## config.mk

```make
export PLATFORM = sky130hd
export DESIGN_NAME = wb_select_stage_flat
export DESIGN_NICKNAME = d
export VERILOG_FILES = /design/src/rtl/wb_pkg.sv /design/src/rtl/wb_select_stage_if.sv /design/src/rtl/wb_load_align.sv /design/src/rtl/wb_select_stage.sv /design/src/flat_wrapper.sv
export SDC_FILE = /design/constraint.sdc
export NUM_CORES = 1
export LEC_CHECK = 0
export CORE_UTILIZATION = 27
export CTS_BUF_LIST = sky130_fd_sc_hd__clkbuf_4
export CTS_CLUSTER_DIAMETER = 200
export CTS_CLUSTER_SIZE = 20
export DETAILED_ROUTE_END_ITERATION = 8
export PLACE_DENSITY_LB_ADDON = 0.2
export SKIP_LAST_GASP = 1
export SYNTH_ARGS = -nofsm -noshare
export SYNTH_HDL_FRONTEND = slang
export SYNTH_HIERARCHICAL = 1
export SYNTH_SLANG_ARGS = --single-unit
```

## constraint.sdc

```tcl
create_clock -name clk -period 3 [get_ports clk]
set_input_delay 0.45 -clock clk [delete_from_list [all_inputs] [get_ports clk]]
set_output_delay 0.45 -clock clk [all_outputs]
set_load 0.02 [all_outputs]
```

## src/rtl/wb_pkg.sv

```systemverilog
// Shared definitions for the writeback select stage.
//   ld_size_t : load size encoding as carried on in_ld_size (2'b11 behaves as full width)
//   state_t   : occupancy of the output register / skid buffer pair
//   SRC_*     : conventional source indices used by the pipeline
package wb_pkg;

  typedef enum logic [1:0] {
    LD_B = 2'b00,
    LD_H = 2'b01,
    LD_W = 2'b10
  } ld_size_t;

  typedef enum logic [1:0] {
    ST_EMPTY = 2'b00,
    ST_ONE   = 2'b01,
    ST_TWO   = 2'b10
  } state_t;

  localparam int SRC_ALU  = 0;
  localparam int SRC_MEM  = 1;
  localparam int SRC_PC8  = 2;
  localparam int SRC_HILO = 3;

endpackage

```

## src/rtl/wb_select_stage_if.sv

```systemverilog
// Handshake bundle between the MEM stage, the writeback select stage and the
// register file.
//   master : upstream/downstream environment (drives in_*, flush, out_ready)
//   slave  : the writeback stage itself (drives in_ready and out_*)
// Parameters must match those of the wb_select_stage instance it connects to.
interface wb_select_stage_if #(
  parameter int DW   = 32,
  parameter int NSRC = 4,
  parameter int RAW  = 5
);
  localparam int SW = $clog2(NSRC);
  localparam int BW = $clog2(DW/8);

  logic                flush;
  logic                in_valid;
  logic                in_ready;
  logic [SW-1:0]       in_sel;
  logic [NSRC*DW-1:0]  in_src;
  logic [1:0]          in_ld_size;
  logic                in_ld_signed;
  logic [BW-1:0]       in_addr_lo;
  logic [RAW-1:0]      in_rd;
  logic                in_we;
  logic                out_valid;
  logic                out_ready;
  logic [DW-1:0]       out_data;
  logic [RAW-1:0]      out_rd;
  logic                out_we;

  modport master (
    output flush, in_valid, in_sel, in_src, in_ld_size, in_ld_signed,
           in_addr_lo, in_rd, in_we, out_ready,
    input  in_ready, out_valid, out_data, out_rd, out_we
  );

  modport slave (
    input  flush, in_valid, in_sel, in_src, in_ld_size, in_ld_signed,
           in_addr_lo, in_rd, in_we, out_ready,
    output in_ready, out_valid, out_data, out_rd, out_we
  );

endinterface

```

## src/rtl/wb_load_align.sv

```systemverilog
// Combinational load-data alignment.
//   data      : full memory word
//   size      : LD_B / LD_H / LD_W (2'b11 treated as full width)
//   is_signed : sign-extend narrow loads when set, zero-extend otherwise
//   addr_lo   : byte offset of the load within the word
//   aligned   : extracted and extended result
// Half-word loads ignore addr_lo[0]; misaligned halves are not split.
module wb_load_align
  import wb_pkg::*;
#(
  parameter int DW = 32,
  parameter int BW = $clog2(DW/8)
) (
  input  logic [DW-1:0] data,
  input  logic [1:0]    size,
  input  logic          is_signed,
  input  logic [BW-1:0] addr_lo,
  output logic [DW-1:0] aligned
);
  localparam int NB = DW/8;
  localparam int NH = DW/16;

  logic [7:0]  byte_arr [NB];
  logic [15:0] half_arr [NH];
  logic [7:0]  byte_lane;
  logic [15:0] half_lane;

  generate
    for (genvar gi = 0; gi < NB; gi++) begin : g_byte
      assign byte_arr[gi] = data[gi*8 +: 8];
    end
    for (genvar gi = 0; gi < NH; gi++) begin : g_half
      assign half_arr[gi] = data[gi*16 +: 16];
    end
  endgenerate

  assign byte_lane = byte_arr[addr_lo];
  assign half_lane = half_arr[addr_lo[BW-1:1]];

  always_comb begin
    aligned = data;
    case (size)
      LD_B:    aligned = {{(DW-8){is_signed & byte_lane[7]}}, byte_lane};
      LD_H:    aligned = {{(DW-16){is_signed & half_lane[15]}}, half_lane};
      default: aligned = data;
    endcase
  end

endmodule

```

## src/rtl/wb_select_stage.sv

```systemverilog
// MEM/WB writeback select stage.
//   clk, rst_n : clock and asynchronous active-low reset
//   bus        : wb_select_stage_if.slave
//                in_*  : entry offered by the MEM stage (valid/ready)
//                out_* : registered result toward the register file (valid/ready)
//                flush : synchronous discard of every held entry
// The result is formed on accept (source select, load alignment, write-enable
// qualification) and held in an output register backed by one skid entry, so
// in_ready can be a flop that never depends on out_ready in the same cycle.
module wb_select_stage
  import wb_pkg::*;
#(
  parameter int DW      = 32,
  parameter int NSRC    = 4,
  parameter int RAW     = 5,
  parameter int MEM_IDX = SRC_MEM
) (
  input logic               clk,
  input logic               rst_n,
  wb_select_stage_if.slave  bus
);
  localparam int SW = $clog2(NSRC);

  // ---------------------------------------------------------------- datapath
  logic [DW-1:0]   src_arr [NSRC];
  logic [NSRC-1:0] sel_hit;
  logic [DW-1:0]   raw_data;
  logic [DW-1:0]   mem_data;
  logic [DW-1:0]   new_data;
  logic            new_we;
  logic            sel_in_range;
  logic            sel_is_mem;

  generate
    for (genvar gi = 0; gi < NSRC; gi++) begin : g_src
      assign src_arr[gi] = bus.in_src[gi*DW +: DW];
      assign sel_hit[gi] = (bus.in_sel == SW'(gi));
    end
  endgenerate

  // One-hot AND-OR mux; an out-of-range select hits nothing and yields zero.
  always_comb begin
    raw_data = '0;
    for (int k = 0; k < NSRC; k++) begin
      raw_data = raw_data | (src_arr[k] & {DW{sel_hit[k]}});
    end
  end

  assign sel_in_range = |sel_hit;
  assign sel_is_mem   = sel_hit[MEM_IDX];

  wb_load_align #(.DW(DW)) u_align (
    .data      (src_arr[MEM_IDX]),
    .size      (bus.in_ld_size),
    .is_signed (bus.in_ld_signed),
    .addr_lo   (bus.in_addr_lo),
    .aligned   (mem_data)
  );

  assign new_data = !sel_in_range ? '0 : (sel_is_mem ? mem_data : raw_data);
  // Register 0 is hardwired; never issue a write to it.
  assign new_we   = bus.in_we && (bus.in_rd != '0) && sel_in_range;

  // ------------------------------------------------------------- control FSM
  state_t state_reg, state_next;
  logic   in_ready_reg;
  logic   out_valid_reg;
  logic   accept;
  logic   consume;
  logic   load_out_new;
  logic   load_out_skid;
  logic   load_skid;

  assign accept  = bus.in_valid && in_ready_reg;
  assign consume = out_valid_reg && bus.out_ready;

  // State register; ready/valid are registered copies of the next state so
  // the handshake outputs come straight from flops.
  always_ff @(posedge clk or negedge rst_n) begin
    if (!rst_n) begin
      state_reg     <= ST_EMPTY;
      in_ready_reg  <= 1'b1;
      out_valid_reg <= 1'b0;
    end else begin
      state_reg     <= state_next;
      in_ready_reg  <= (state_next != ST_TWO);
      out_valid_reg <= (state_next != ST_EMPTY);
    end
  end

  // Next-state logic.
  always_comb begin
    state_next = state_reg;
    if (bus.flush) begin
      state_next = ST_EMPTY;
    end else begin
      case (state_reg)
        ST_EMPTY: if (accept) state_next = ST_ONE;
        ST_ONE: begin
          if (accept && !consume)      state_next = ST_TWO;
          else if (!accept && consume) state_next = ST_EMPTY;
        end
        ST_TWO:   if (consume) state_next = ST_ONE;
        default:  state_next = ST_EMPTY;
      endcase
    end
  end

  // Datapath load enables; nothing is captured in a flush cycle.
  always_comb begin
    load_out_new  = 1'b0;
    load_out_skid = 1'b0;
    load_skid     = 1'b0;
    if (!bus.flush) begin
      case (state_reg)
        ST_EMPTY: load_out_new = accept;
        ST_ONE: begin
          load_out_new = accept && consume;
          load_skid    = accept && !consume;
        end
        ST_TWO:   load_out_skid = consume;
        default: ;
      endcase
    end
  end

  // ----------------------------------------------------- output / skid regs
  logic [DW-1:0]  out_data_reg,  skid_data_reg;
  logic [RAW-1:0] out_rd_reg,    skid_rd_reg;
  logic           out_we_reg,    skid_we_reg;

  always_ff @(posedge clk or negedge rst_n) begin
    if (!rst_n) begin
      out_data_reg  <= '0;
      out_rd_reg    <= '0;
      out_we_reg    <= 1'b0;
      skid_data_reg <= '0;
      skid_rd_reg   <= '0;
      skid_we_reg   <= 1'b0;
    end else begin
      if (load_out_new) begin
        out_data_reg <= new_data;
        out_rd_reg   <= bus.in_rd;
        out_we_reg   <= new_we;
      end else if (load_out_skid) begin
        out_data_reg <= skid_data_reg;
        out_rd_reg   <= skid_rd_reg;
        out_we_reg   <= skid_we_reg;
      end
      if (load_skid) begin
        skid_data_reg <= new_data;
        skid_rd_reg   <= bus.in_rd;
        skid_we_reg   <= new_we;
      end
    end
  end

  assign bus.in_ready  = in_ready_reg;
  assign bus.out_valid = out_valid_reg;
  assign bus.out_data  = out_data_reg;
  assign bus.out_rd    = out_rd_reg;
  assign bus.out_we    = out_we_reg;

endmodule

```

## src/flat_wrapper.sv

```systemverilog
// flat-port wrapper written by rule: the top's interface ports become plain ports
module wb_select_stage_flat import wb_pkg::*;
#(
  parameter int DW      = 32,
  parameter int NSRC    = 4,
  parameter int RAW     = 5,
  parameter int MEM_IDX = SRC_MEM
)
  (clk, rst_n, bus_flush, bus_in_valid, bus_in_sel, bus_in_src, bus_in_ld_size, bus_in_ld_signed, bus_in_addr_lo, bus_in_rd, bus_in_we, bus_out_ready, bus_in_ready, bus_out_valid, bus_out_data, bus_out_rd, bus_out_we);
  wb_select_stage_if #(.DW(DW), .NSRC(NSRC), .RAW(RAW)) bus_i ();
  input logic clk;
  input logic rst_n;
  input wire logic [$bits(bus_i.flush)-1:0] bus_flush;
  input wire logic [$bits(bus_i.in_valid)-1:0] bus_in_valid;
  input wire logic [$bits(bus_i.in_sel)-1:0] bus_in_sel;
  input wire logic [$bits(bus_i.in_src)-1:0] bus_in_src;
  input wire logic [$bits(bus_i.in_ld_size)-1:0] bus_in_ld_size;
  input wire logic [$bits(bus_i.in_ld_signed)-1:0] bus_in_ld_signed;
  input wire logic [$bits(bus_i.in_addr_lo)-1:0] bus_in_addr_lo;
  input wire logic [$bits(bus_i.in_rd)-1:0] bus_in_rd;
  input wire logic [$bits(bus_i.in_we)-1:0] bus_in_we;
  input wire logic [$bits(bus_i.out_ready)-1:0] bus_out_ready;
  output wire logic [$bits(bus_i.in_ready)-1:0] bus_in_ready;
  output wire logic [$bits(bus_i.out_valid)-1:0] bus_out_valid;
  output wire logic [$bits(bus_i.out_data)-1:0] bus_out_data;
  output wire logic [$bits(bus_i.out_rd)-1:0] bus_out_rd;
  output wire logic [$bits(bus_i.out_we)-1:0] bus_out_we;
  assign bus_i.flush = bus_flush;
  assign bus_i.in_valid = bus_in_valid;
  assign bus_i.in_sel = bus_in_sel;
  assign bus_i.in_src = bus_in_src;
  assign bus_i.in_ld_size = bus_in_ld_size;
  assign bus_i.in_ld_signed = bus_in_ld_signed;
  assign bus_i.in_addr_lo = bus_in_addr_lo;
  assign bus_i.in_rd = bus_in_rd;
  assign bus_i.in_we = bus_in_we;
  assign bus_i.out_ready = bus_out_ready;
  assign bus_in_ready = bus_i.in_ready;
  assign bus_out_valid = bus_i.out_valid;
  assign bus_out_data = bus_i.out_data;
  assign bus_out_rd = bus_i.out_rd;
  assign bus_out_we = bus_i.out_we;
  wb_select_stage #(.DW(DW), .NSRC(NSRC), .RAW(RAW), .MEM_IDX(MEM_IDX)) u_core (.clk(clk), .rst_n(rst_n), .bus(bus_i));
endmodule
```

==> impl_metrics.csv <==
group,metric,value,unit
clocking,ctsResizeCount,0,
setup_path,endpoint,"u_core/bus.out_data[7]",
clocking,hold_buffers,0,
global_routing,grt_pass1_vias,4304,
setup_path,cp-end-kind,"flop",
place,place.gp.congestion,0.8634,
place,io_buffers,185,
logic_synthesis,yosysMostFrequentCell,"dfrtp_1",
drt,dr.pass1.iters,5,
place,dp.cells,796,
logic_synthesis,synthDistinctLibCells,38,
drt,drt.antenna.violating_nets,0,
status,status,"finished, final reports clean",
cells_and_area,fin_nets,728,
timing,final_max_slew_viol_count,0,
setup_path,worstPathMaxFanout,11,
logic_synthesis,ys_warn_count,6,
logic_synthesis,synthXorXnorAreaFrac,0.1806,%
power,total_leakage_power,2.772,nW
timing,finalCriticalPeriod,2498,ps
logic_synthesis,synthTopCellsByArea,"dfrtp_1 41%, mux4_2 13%, mux2i_1 8.5%",
global_routing,met3_usage,2.871,%
logic_synthesis,syn_avg_cell_area,12.28,um^2
floorplanning,die_w,136.0,um
clocking,cts_tree,"built",
logic_synthesis,ys_seq_area_share,41.31,%
setup_path,worstReg2RegStart,"u_core/bus.in_ready",
logic_synthesis,synthMuxAreaShare,33.08,%
logic_synthesis,synth_cells,395,
logic_synthesis,async_reset_ff_share,100.0,%
clocking,clockRootBuffer,"clkbuf_4",
setup_path,crit_chain,"clkdlybuf4s50_1 > buf_4 > nor2b_1 > nand2_2 > o221a_2 > mux4_2 > a22o_1 > a21o_1",
timing,rsz0062_at_grt,"no",
logic_synthesis,yosysTopAreaCell,"dfrtp_1",
floorplanning,die_h,136.0,um
global_routing,gr-usage-met2,30.65,%
logic_synthesis,synthSimpleGateAreaFrac,7.095,%
global_routing,grt.overflow.total,0,
timing,max_freq,400.4,MHz
logic_synthesis,yosys.area_share.adder,0,%
cells_and_area,syn_to_final_growth,46.47,%
clocking,clock_latency,450,ps
setup_path,worst_path_max_delay_cell,"clkdlybuf4s50_1",
floorplanning,dieArea,18500,um^2
setup_path,reg2reg_depth,5,
floorplanning,start_util,27.84,%
timing,period_share,83.26,%
timing,maxSlewHeadroom,29.83,%
drt,drt-total-wl,16040,um
global_routing,grt-busiest-layer,"met2",
clocking,cts_setup_buffers,0,
drt,drtIter0Drc,217,
floorplanning,design.portCount,186,
clocking,htree_levels,3,
place,dp_hpwl,12720,um
clocking,cts_buffers,9,
logic_synthesis,synth_edf_count,0,
setup_path,crit_arrival,2840,ps
global_routing,grt_pass1_wl,24580,um
logic_synthesis,synth_fp_nets,541,
setup_path,start_kind,"input pin",
clocking,clk_pin_slew,120,ps
setup_path,r2r_end,"u_core/bus.out_we",
logic_synthesis,synth_common_cells,"79 x dfrtp_1, 60 x nand2_1, 41 x mux2i_1",
timing,skew,11.00,ps
timing,hold_violations,0,
clocking,cts_buffer_depth,2,
drt,via_per_inst,4.983,
run,cap_violations,0,
logic_synthesis,synth_area,4850,um^2
power,max-vdd-ir-drop,0.0002820,V
timing,tightestPinTransition,1052,ps
logic_synthesis,synth_top_family_by_area,"multiplexers",
drt,wire_per_inst,19.75,um
timing,hold-worst-slack,151.2,ps
drt,vias,4046,
power,p_per_area,539.4,nW/um^2
logic_synthesis,synth_compound_area_share,14.04,%
cells_and_area,final_util,40.78,%
logic_synthesis,synthFlopType,"dfrtp_1",
global_routing,antenna_found_initial,1,
floorplanning,fp-row-count,48,
setup_path,critPathRequiredTime,3350,ps
global_routing,grt_max_degree,81,
global_routing,grtUsageMet1,23.21,%
global_routing,grt_util_all_layers,18.14,%
power,total_power,3.831,mW
cells_and_area,drive_above_1_share,22.35,%
timing,setup_viol,0,
cells_and_area,instances_no_fill,812,
logic_synthesis,synth-seq-cells,80,
clocking,cts.sinks,80,
setup_path,max_stage_delay,500,ps
logic_synthesis,synth_top_area_share,40.76,%
floorplanning,coreArea,17420,um^2
setup_path,reg2reg_slack,1200,ps
drt,drc_errors,0,
min_path,hold_class,"in -> async",
setup_path,critPathLaunch,"bus_in_addr_lo[1]",
setup_path,critPathKind,"in -> reg",
timing,totalNegativeSetupSlack,0,ps
cells_and_area,n_fill_cell,1701,
## critical path: cells and delay by family
kind | cells | cell delay [ps]
buffers and inverters | 2 | 730
AND/OR/NAND/NOR | 2 | 510
AO/OA/AOI/OAI | 3 | 680
multiplexers | 1 | 470
## final cells by class
cell class | instances | area [um^2] | share of cell area, %
timing repair buffer | 208 | 2054 | 28.92
antenna | 1 | 2.502 | 0.03523
multi-input combinational | 282 | 2654 | 37.36
sequential | 80 | 2003 | 28.20
tap | 225 | 281.5 | 3.963
inverter | 1 | 3.754 | 0.05284
clock buffer | 9 | 67.56 | 0.9512
clock inverter | 6 | 36.28 | 0.5108
## where the power goes
| part | internal (mW) | total [mW] | switching [mW] | leakage, nW |
|---|---|---|---|---|
| Combinational | 0.879 | 1.55 | 0.672 | 1.74 |
| Sequential | 1.49 | 1.72 | 0.227 | 0.983 |
| Clock | 0.162 | 0.559 | 0.397 | 0.0533 |
## kinds of logic (layout without fill, tap and decap cells)
kind of cell              count (synthesis)  after routing
and+or+nand+nor                          76             76
other                                     0              1
xor gates and xnor gates                  1              1
AOI/OAI and AO/OA                        93             93
muxes                                   112            112
DFF                                      80             80
buffers and inverters                    33            224
## worst min path at each step
stage	to	slack, ps	depth (start not counted)
final	u_core/bus.out_data[3]	150	1
after global routing	u_core/skid_rd_reg[4]	240	1
after CTS	u_core/skid_data_reg[17]	190	1
after detailed placement	u_core/bus.out_data[23]	470	1
after global placement	u_core/bus.out_data[23]	460	1
after floorplan	u_core/bus.out_data[0]	150	0
## per-stage QoR
stage / worst slack [ps] / instance area, um^2
finish: 502.2 / 7103
global route: 435.5 / 7103
CTS: 541.0 / 7101
detailed placement: 32.90 / 6997
global placement: 90.95 / 6997
floorplan: 708.7 / 4850
## per-layer routing
| metal | vias up | wire length (um) |
|---|---|---|
| met3 | 17 | 865 |
| met1 | 2008 | 6801 |
| li1 | 1883 | - |
| met2 | 138 | 8098 |
| met4 | 0 | 274 |
| met5 | - | 0 |
## cells in the final DEF, fill, tap and decap left out, types with 3 or more instances in the layout
cell | Yosys | layout
nand2b_1 | 3 | 3
o221a_2 | 8 | 8
buf_4 | 4 | 21
mux2i_1 | 41 | 41
dfrtp_1 | 79 | 79
mux2_2 | 36 | 36
a221o_1 | 9 | 9
clkdlybuf4s50_1 | 0 | 183
o21ai_1 | 9 | 9
buf_12 | 0 | 3
o21ai_2 | 10 | 10
nand2_1 | 60 | 59
nor2_1 | 3 | 3
clkbuf_4 | 0 | 9
mux4_2 | 28 | 28
o21ai_0 | 31 | 31
a21o_1 | 6 | 6
a22o_1 | 13 | 13
mux4_1 | 5 | 5
Power figures use the tool's default switching activity.
